===== src/rtl/tcdm_g_streamer.sv =====
// tcdm_g_streamer: strided TCDM load/store streamer driving NPX identical ports, with a 2-entry read FIFO
module tcdm_g_streamer #(
  parameter int ADDR_SRAM_WIDTH = 10,
  parameter int DATA_WIDTH = 32,
  parameter int BE_WIDTH = DATA_WIDTH/8,
  parameter int SIZE = 1,
  parameter int NPX = 4,
  parameter int LEN_WIDTH = 16
) (
  input  logic                            clk,
  input  logic                            rst,
  input  logic                            start,
  input  logic                            dir_read,
  input  logic [ADDR_SRAM_WIDTH-1:0]      base_addr,
  input  logic [ADDR_SRAM_WIDTH-1:0]      stride,
  input  logic [LEN_WIDTH-1:0]            len,
  output logic                            busy,
  output logic                            done,
  output logic [NPX-1:0]                  tcdm_req,
  output logic [ADDR_SRAM_WIDTH-1:0]      tcdm_add [NPX],
  output logic [NPX-1:0]                  tcdm_wen,
  output logic [SIZE*DATA_WIDTH-1:0]      tcdm_wdata [NPX],
  output logic [SIZE*BE_WIDTH-1:0]        tcdm_be [NPX],
  input  logic [SIZE*DATA_WIDTH-1:0]      tcdm_r_rdata [NPX],
  input  logic                            in_valid,
  input  logic [NPX*SIZE*DATA_WIDTH-1:0]  in_data,
  output logic                            in_ready,
  output logic                            out_valid,
  output logic [NPX*SIZE*DATA_WIDTH-1:0]  out_data,
  input  logic                            out_ready
);
  localparam int PW = SIZE*DATA_WIDTH;
  localparam int W = NPX*PW;
  typedef enum logic [1:0] {IDLE, RUN, DRAIN, DONE} state_t;
  state_t state, state_n;
  logic dir_q, inflight, wr_ptr, rd_ptr;
  logic [ADDR_SRAM_WIDTH-1:0] stride_q, cur_addr;
  logic [LEN_WIDTH-1:0] len_q, cnt;
  logic [W-1:0] fifo [2];
  logic [W-1:0] rdata;
  logic [1:0] fifo_count;
  logic accept, issue, last, push, pop;
  assign accept = state == IDLE && start;
  assign in_ready = state == RUN && !dir_q;
  assign out_valid = fifo_count != 2'd0;
  assign out_data = fifo[rd_ptr];
  assign pop = out_valid && out_ready;
  assign push = inflight;
  assign issue = state == RUN && (dir_q ? ({1'b0, fifo_count} + {2'b0, inflight} - {2'b0, pop}) < 3'd2 : in_valid);
  assign last = cnt == len_q - LEN_WIDTH'(1);
  assign busy = state == RUN || state == DRAIN;
  assign done = state == DONE;
  assign tcdm_req = {NPX{issue}};
  assign tcdm_wen = {NPX{dir_q}};
  for (genvar j = 0; j < NPX; j++) begin : g_port
    assign tcdm_add[j] = cur_addr;
    assign tcdm_wdata[j] = in_data[j*PW +: PW];
    assign tcdm_be[j] = '1;
    assign rdata[j*PW +: PW] = tcdm_r_rdata[j];
  end
  always_comb begin
    state_n = state;
    case (state)
      IDLE:    state_n = accept ? (len == '0 ? DONE : RUN) : IDLE;
      RUN:     state_n = issue && last ? (dir_q ? DRAIN : DONE) : RUN;
      DRAIN:   state_n = !inflight && fifo_count == 2'd0 ? DONE : DRAIN;
      default: state_n = IDLE;
    endcase
  end
  always_ff @(posedge clk) begin
    if (rst) state <= IDLE;
    else state <= state_n;
  end
  always_ff @(posedge clk) begin
    if (rst) begin
      dir_q <= 1'b0;
      stride_q <= '0;
      len_q <= '0;
      cnt <= '0;
      cur_addr <= '0;
      inflight <= 1'b0;
      fifo_count <= 2'd0;
      wr_ptr <= 1'b0;
      rd_ptr <= 1'b0;
    end else begin
      inflight <= issue && dir_q;
      if (accept) begin
        dir_q <= dir_read;
        stride_q <= stride;
        len_q <= len;
        cnt <= '0;
        cur_addr <= base_addr;
      end else if (issue) begin
        cnt <= cnt + LEN_WIDTH'(1);
        cur_addr <= cur_addr + stride_q;
      end
      if (push) wr_ptr <= !wr_ptr;
      if (pop) rd_ptr <= !rd_ptr;
      fifo_count <= fifo_count + {1'b0, push} - {1'b0, pop};
    end
  end
  always_ff @(posedge clk) begin
    if (push) fifo[wr_ptr] <= rdata;
  end
endmodule

===== config.mk =====
export PLATFORM = sky130hd
export DESIGN_NAME = tcdm_g_streamer
export DESIGN_NICKNAME = d
export VERILOG_FILES = /design/src/rtl/tcdm_g_streamer.sv
export SDC_FILE = /design/constraint.sdc
export NUM_CORES = 1
export LEC_CHECK = 0
export ABC_CLOCK_PERIOD_IN_PS = 7700
export CORE_AREA = 2 2 242 244
export CTS_CLUSTER_SIZE = 8
export DETAILED_ROUTE_END_ITERATION = 6
export DIE_AREA = 0 0 244 246
export MAX_ROUTING_LAYER = met4
export PLACE_DENSITY_LB_ADDON = 0.12
export SLEW_MARGIN = 20
export SYNTH_ARGS = -nofsm -noshare
export SYNTH_HDL_FRONTEND = slang
export SYNTH_SLANG_ARGS = --single-unit

===== constraint.sdc =====
create_clock -name clk -period 7.7 [get_ports clk]
set_clock_uncertainty 0.2 [all_clocks]
set_input_delay 1.155 -clock clk [delete_from_list [all_inputs] [get_ports clk]]
set_output_delay 1.155 -clock clk [all_outputs]
set_load 0.01 [all_outputs]

== Word level (Yosys, flattened, before mapping) ==
Memories as Yosys holds them, arrays and structs flattened. A register that Yosys moved wholly into a read port is not among the register bits.
Index checks and enable logic that the tools add are counted.
Widths: inputs -> output; s select.

* Add/subtract/negate cells: 7
* $lt $le $gt $ge: 1
* Equal/unequal tests: 4
* Muxes and demuxes: 13
* Reduce and logical (&&, ||, !) cells: 18

{| class="wikitable"
|+ Operators by type and width
! operator !! number
|-
| $mux 10 || 2
|-
| $add 16x1->16 const B || 1
|-
| $eq 16x16->1 || 1
|-
| $logic_not 16->1 || 1
|-
| $sub 16x1->16 const B || 1
|-
| $add 10x10->10 || 1
|-
| $logic_and 1x1->1 || 7
|-
| $mux 1 || 7
|-
| $mux 2 || 3
|-
| $pmux 2 s3 || 1
|-
| $eq 2x2->1 const B || 2
|-
| $logic_not 1->1 || 4
|-
| $logic_not 2->1 || 2
|-
| $reduce_bool 2->1 || 2
|-
| $add 2x1->3 || 1
|-
| $lt 3x2->1 const B || 1
|-
| $sub 3x1->3 || 1
|-
| $add 2x1->2 || 1
|-
| $eq 2x1->1 const B || 1
|-
| $reduce_or 2->1 || 1
|-
| $sub 2x1->2 || 1
|-
| $logic_or 1x1->1 || 1
|}

* Register bits: 60
* Memory bits (writable): 256
* Input bits: 298
* Output and inout port bits: 324
* Logic and storage cells: 54
* Memories kept: 1

{| class="wikitable"
|+ Memories
! memory !! depth !! bits a word !! rd ports !! clocked after memory_dff !! write ports !! RTL line !! text
|-
| fifo || 2 || 128 || 1 || 1 || 1 || 39 || <nowiki>logic [W-1:0] fifo [2];</nowiki>
|}

== Longest topological paths before layout ==
Gate-level depths: netlist of the first run.

* Depth in word-level cells: 9
* Mapped depth: 16
* Depth with buffers taken out: 15

== Least setup slack after synthesis of the first run ==
No wires, ideal clock.

* Path type: register to register
* Start: register inflight
* End: memory fifo[0][0] (netlist name), enable pin
* Library setup time: 0.632 ns
* Arrival: 6.017 ns
* Required time: 6.868 ns
* Slack: 0.851 ns
* Stages on the path, launching flop included: 2
* Buffers on the path: 0
* Period minus slack after synthesis: 6.849 ns
* Path through: dfxtp_1 > nor2b_1

* Longest elaborated chain between the ends: 2

{| class="wikitable"
|+ RTL lines
! what !! RTL line !! text
|-
| start: declaration || 36 || <nowiki>logic dir_q, inflight, wr_ptr, rd_ptr;</nowiki>
|-
| start signal: assignment || 86 || <nowiki>inflight <= issue && dir_q;</nowiki>
|-
| $mux 1 || 103 || <nowiki>if (push) fifo[wr_ptr] <= rdata;</nowiki>
|-
| $mux 1 (not written as such) || 103 ||
|-
| end: declaration || 39 ||
|}

Every way passes these cells.

== Final worst setup path of the first run ==
* Start: input port out_ready
* End: output port tcdm_req[0]

* Longest elaborated chain between the ends: 5

{| class="wikitable"
|+ RTL lines
! what !! RTL line !! text
|-
| start: declaration || 30 || <nowiki>input logic out_ready</nowiki>
|-
| $logic_and 1x1->1 || 47 || <nowiki>assign pop = out_valid && out_ready;</nowiki>
|-
| net pop || 42 || <nowiki>logic accept, issue, last, push, pop;</nowiki>
|-
| $sub 3x1->3 || 49 || <nowiki>assign issue = state == RUN && (dir_q ? ({1'b0, fifo_count} + {2'b0, inflight} - {2'b0, pop}) < 3'd2 : in_vali ...</nowiki>
|-
| $lt 3x2->1 || 49 ||
|-
| $mux 1 || 49 ||
|-
| $logic_and 1x1->1 || 49 ||
|-
| end: declaration || 19 || <nowiki>output logic [NPX-1:0] tcdm_req,</nowiki>
|}

The timed path passes the listed nets, and every way through them passes these cells.

==> results of run 1 <==
logic make-up after synthesis:
kind of cell,after synthesis,synth area share [%]
flip-flops,317,63.4
buffers and inverters,234,11.1
AND/OR/NAND/NOR,190,6.80
multiplexers,129,10.3
AO/OA/AOI/OAI,97,4.16
XOR/XNOR,38,2.42
adder cells (fa/ha/maj),19,1.80
other,1,0.0267
area by class of cell:
class                      instances  area (um2)
fill                            5708       38900
sequential                       317        8910
multi-input combinational        489        3660
timing repair buffer             359        3570
clock buffer                      59        1220
tap                              765         957
inverter                          18        67.6
clock inverter                     4        46.3
antenna                            5        12.5
power groups by stage:
stage	logic [mW]	registers, mW	clock network (mW)
6_report	1.06	1.97	1.81
5_1_grt	1.14	1.98	1.96
4_1_cts	1.09	1.98	1.90
3_5_place_dp	1.08	2.01	0
3_3_place_gp	1.08	2.01	0
2_1_floorplan	0.646	1.96	0
critical path, delay by kind of cell:
family          cells  cell delay, ps
compound gates      1             100
xor+xnor            1             150
fa+ha+maj           3             850
buf+inv             5            1580
simple gates        2             350
cells in the mapped netlist (all sizes together) (2+ instances only):
library cell  count  share of area (%)
o31ai             4               0.21
fa                2               0.28
edfxtp          256                 55
inv              18               0.48
and2              4               0.18
o21ai            21               0.75
o21a              2               0.11
buf             184                9.8
ha               17                1.5
a31oi             3               0.13
o211a             2               0.14
nor4             12               0.79
xor2             16                1.1
nor2b             7               0.31
and3              4               0.18
xnor2            22                1.4
a21oi            45                1.6
a311oi            5               0.31
nand4             4               0.18
nor3             14               0.61
nor3b             4               0.21
or3               9               0.47
nand3b            3               0.16
dfxtp            61                8.7
o211ai            3               0.16
nor2             32               0.85
nand3            12               0.43
clkbuf           32               0.85
mux2            129                 10
nand2            81                2.2
a211oi            2               0.11
worst max path at each step:
stage                  endpoint  slack [ps]  cells past startpoint
floorplan            fifo[0][0]         850                      1
global placement    tcdm_req[0]        2120                     12
finish              tcdm_req[0]        2140                     12
global route        tcdm_req[0]        1920                     12
CTS                 tcdm_req[0]        2070                     12
detailed placement  tcdm_req[0]        2080                     12
state kept, by name, summed over array words and instances (netlist names), named ones only:
register    count
fifo          256
cnt            16
len_q          16
cur_addr       10
stride_q       10
fifo_count      2
state           2
dir_q           1
inflight        1
rd_ptr          1
wr_ptr          1
routing by layer:
layer  wire (um)  track usage, %
met1       17400            16.2
met2       16300            17.7
met3        4310            6.63
met4         703            3.25
met5           0               -
metrics by stage:
step	total power, mW	instance area [um2]	std cells	util, %
after floorplan	2.60	14100	1040	-
after detailed placement	3.09	17200	1948	29.9
after global routing	5.08	18400	2016	32.1
final	4.84	18400	2016	32.1
after global placement	3.09	17200	1948	29.9
after CTS	4.97	18400	2011	32.1
==> qor.txt, run 1 <==
worst hold stages = 2
EDFF count, synth = 256
pre-CTS setup slack = 2080 ps
peak supply drop = 0.143 mV
Max Cap Violations = 0
Die Wd = 244 um
post_cts resized = 0
Tmin final = 5560 ps
NetSw = 1.23 mW
initial antenna violation count = 5
wire per inst = 19.2 um
NumNets Final = 1,548
Detailed Routing Iterations Pass 1 = 4
GRT overflow = 0
synthesis-stage register bit count = 317
Slew headroom = 29.5%
Power Internal = 3.61 mW
first-pass GRT wire length = 55,900 um
Final Hold Viols = 0
Final Worst Setup Slack = 2140 ps
RR Startpoint = fifo_count[1]
final setup TNS = 0 ps
origin of the worst setup path = out_ready
commonest non-fill, non-tap cell in the layout = clkdlybuf4s50_1
Bufs on Longest Clock Path = 3
Gate Count Post-Synth = 1,025
slowest stage delay, CP = 620 ps
RSZ-0062 raised after global routing = no
die footprint = 0.0600 mm2
H-tree Lvls = 2
port bufs = 349
Vias = 8,441
via/cell ratio = 4.19
Final Slew Violations = 0
status = finished clean
DRC violations left = 0
Clk network pwr share = 37.4%
YS warnings = 0
GRT Total Usage = 12.8%
worst path required time = 6340 ps
synthesized area = 0.0141 mm2
share of cells above drive strength 1 = 16.4%
Hold-fix buffers, CTS = 0
Max Clk Rate = 180 MHz
HP Start = stride_q[0]
Arr. time, crit path = 4210 ps
hold slack = 262 ps
CTS Root Cell = clkbuf_16
Detail Route Antenna Nets = 0
Setup Crit Path Kind = in -> out
placeable core region = 0.0574 mm2
largest net degree at the start of global routing = 65
CTS tree = built
Distinct cells, synth = 57
Area Overhead vs Synth = 31.1%
slowest CP cell = clkdlybuf4s50_1
period utilization = 72.2%
asr flop ratio synth = 0%
worst-path maximum fanout = 18
Hold Path Sink = stride_q[0]
Worst Setup End Kind = output pin
final setup fails = 0
Synth Flop Type = edfxtp_1
sequential share of power = 40.7%
WL final = 38,700 um
# rows = 88
TritonCTS buffer count = 46
internal reg-to-reg setup slack = 3760 ps
Die Ht = 246 um
RD Place Congestion = 0.730
worst min path class = reg -> reg
register area share after synthesis = 63.4%
number of setup buffers added after CTS = 0
syn_area_per_cell = 13.7 um2
Starting Density = 24.5%
vias in the first global route = 8,627
DR iter-0 viols = 310
worst reg2reg endpoint = cnt[12]
sinks on the clock net = 317
crit-path cells = clkdlybuf4s50_1 > and2_1 > ha_1 > inv_1 > ha_1 > fa_1 > xnor2_1 > nor3b_1 > o21ai_1 > buf_4 > inv_2 > clkdlybuf4s50_1
Final HPWL DP = 26,800 um
Comb pwr share = 21.9%
static leakage = 6.11 nW
top-level port count = 622
Slew @ Worst Pin = 1060 ps
CTS clk-pin slew, worst paths = 50 ps
switching share of power = 25.5%
most frequent cells in the layout = clkdlybuf4s50_1, edfxtp_1, mux2_2
Clock Latency Late Sink = 550 ps
crit start category = input port
Reg2Reg Depth = 16
pwr/cell area = 263 mW/mm2
(Power assumes the default switching activity.)
==> run 2: changes to the inputs <==
--- a/config.mk
+++ b/config.mk
@@ -5,7 +5,7 @@
 export SDC_FILE = /design/constraint.sdc
 export NUM_CORES = 1
 export LEC_CHECK = 0
-export ABC_CLOCK_PERIOD_IN_PS = 7700
+export ABC_CLOCK_PERIOD_IN_PS = 5400
 export CORE_AREA = 2 2 242 244
 export CTS_CLUSTER_SIZE = 8
 export DETAILED_ROUTE_END_ITERATION = 6
==> constraint.sdc (replaced) <==
create_clock -name clk -period 5.4 [get_ports clk]
set_clock_uncertainty 0.2 [all_clocks]
set_input_delay 0.81 -clock clk [delete_from_list [all_inputs] [get_ports clk]]
set_output_delay 0.81 -clock clk [all_outputs]
set_load 0.01 [all_outputs]
==> run 2 against run 1 <==
  * Combinational power increased by 44%
  * Flip-flop and latch count did not move
  * Critical path depth is 1 lower
  * Worst setup slack got worse by 1100 ps
  * Final cell count unchanged
  * Final area up 0.22%
  * Wire length up 0.63%
  * Hold slack better by 2.7 ps
  * Non-clock buffer count is 1 higher
  * Core utilization rose by 0.070 points
  * Critical path type unchanged
  * Largest cell class unchanged
  * Largest power group unchanged
  * Highest routed layer unchanged
==> qor.txt, run 2 (same netlist as run 1, synthesis figures left out) <==
DRC violations left = 0 (unchanged)
NumNets Final = 1,549 (+0.065%)
static leakage = 6.12 nW (+0.13%)
worst path required time = 4390 ps (-1950 ps)
wire per inst = 19.3 um (+0.63%)
post-route cell area = 0.0185 mm2 (+0.22%)
Final Slew Violations = 0 (unchanged)
Tmin final = 4370 ps
Placed Area = 0.0172 mm2 (+0.26%)
sinks on the clock net = 317 (unchanged)
DR iter-0 viols = 329 (+6.1%)
initial antenna violation count = 4 (-1)
pre-CTS setup slack = 1000 ps (-1080 ps)
Worst Setup End Kind = output pin
Die Ht = 246 um (unchanged)
first-pass GRT wire length = 56,300 um (+0.77%)
WL final = 38,900 um (+0.63%)
top-level port count = 622 (unchanged)
H-tree Lvls = 2 (unchanged)
Bufs on Longest Clock Path = 3 (unchanged)
fill cell count = 5,715 (+0.12%)
worst min path class = reg -> reg
CTS Root Cell = clkbuf_16
status = finished clean
Slew headroom = 32.5% (+3.0 points)
pwr/cell area = 374 mW/mm2 (+43%)
peak supply drop = 0.211 mV (+47%)
Vias = 8,513 (+0.85%)
post_cts resized = 0 (unchanged)
Arr. time, crit path = 3360 ps (-850 ps)
port bufs = 349 (unchanged)
Max Cap Violations = 0 (unchanged)
Detailed Routing Iterations Pass 1 = 6 (+2)
Setup Crit Path Kind = in -> out
Slew @ Worst Pin = 1010 ps (-47.0 ps)
worst-path maximum fanout = 5 (-13)
GRT overflow = 0 (unchanged)
number of setup buffers added after CTS = 0 (unchanged)
commonest non-fill, non-tap cell in the layout = clkdlybuf4s50_1
largest net degree at the start of global routing = 85 (+31%)
final setup TNS = 0 ps (unchanged)
# rows = 88 (unchanged)
final setup fails = 0 (unchanged)
placeable core region = 0.0574 mm2 (unchanged)
CTS tree = built
TritonCTS buffer count = 46 (unchanged)
Detail Route Antenna Nets = 0 (unchanged)
Final Worst Setup Slack = 1030 ps (-1110 ps)
via/cell ratio = 4.22 (+0.85%)
Max Clk Rate = 229 MHz
Die Wd = 244 um (unchanged)
Regs by FF count = fifo: 256 flops, cnt: 16 flops, len_q: 16 flops
RSZ-0062 raised after global routing = no
CTS clk-pin slew, worst paths = 50 ps (about the same)
period utilization = 80.9%
hold slack = 265 ps (+2.67 ps)
Hold-fix buffers, CTS = 0 (unchanged)
Final Hold Viols = 0 (unchanged)
Starting Density = 24.5% (unchanged)
GRT Total Usage = 12.9% (+0.094 points)
most frequent cells in the layout = clkdlybuf4s50_1, edfxtp_1, mux2_2
Largest register FFs = 256 (unchanged)
vias in the first global route = 8,934 (+3.6%)
Final HPWL DP = 26,900 um (+0.43%)
Area Overhead vs Synth = 31.4%
Biggest register = fifo
Clock Latency Late Sink = 550 ps (about the same)
Layout Utilization = 32.2% (+0.070 points)
die footprint = 0.0600 mm2 (unchanged)
RD Place Congestion = 0.749 (+2.6%)
crit start category = input port
share of cells above drive strength 1 = 16.3% (-0.093 points)
==> run 2: metal layers <==
layer | GRT usage, % | share of wire [%]
met2 | 18.6 | 43
met1 | 15.6 | 43
met5 | - | 0
met3 | 7.11 | 12
met4 | 2.98 | 1.6
==> run 2: final cells by class <==
type | count | area, um2 | share of cell area, %
Timing Repair Buffer | 360 | 3610 | 19.6
Clock buffer | 61 | 1230 | 6.64
Tap cell | 765 | 957 | 5.18
Multi-Input combinational cell | 489 | 3660 | 19.8
Clock inverter | 2 | 36.3 | 0.196
Sequential cell | 317 | 8910 | 48.2
Antenna cell | 4 | 10.0 | 0.0542
Inverter | 18 | 67.6 | 0.366
==> run 2: critical path: stages <==
cell	delay [ps]
clkdlybuf4s50_1	390
and2_1	160
ha_1	270
inv_1	40
ha_1	180
fa_1	380
xnor2_1	150
nor3b_1	190
o21ai_1	120
inv_2	110
clkdlybuf4s50_1	550
==> run 2: where the power goes <==
part	switching (mW)	internal (mW)
Combinational	0.635	0.897
Clock	1.00	1.56
Sequential	0.116	2.71
Total	1.75	5.17
==> run 2: path summary, 6_finish.rpt <==
check                                    from     endpoint  slack [ps]  cells after the start
worst max-delay path                out_ready  tcdm_req[0]        1030                     11
worst min-delay path              stride_q[8]  stride_q[8]         260                      2
worst max register to register  fifo_count[1]      cnt[12]        1690                     16
worst min register to register    stride_q[8]  stride_q[8]         260                      2
==> run 2: through the flow <==
stage	instances	power (mW)
final	2016	6.92
after global routing	2016	7.26
after CTS	2012	7.09
after detailed placement	1949	4.43
after global placement	1949	4.44
after floorplan	1040	3.71
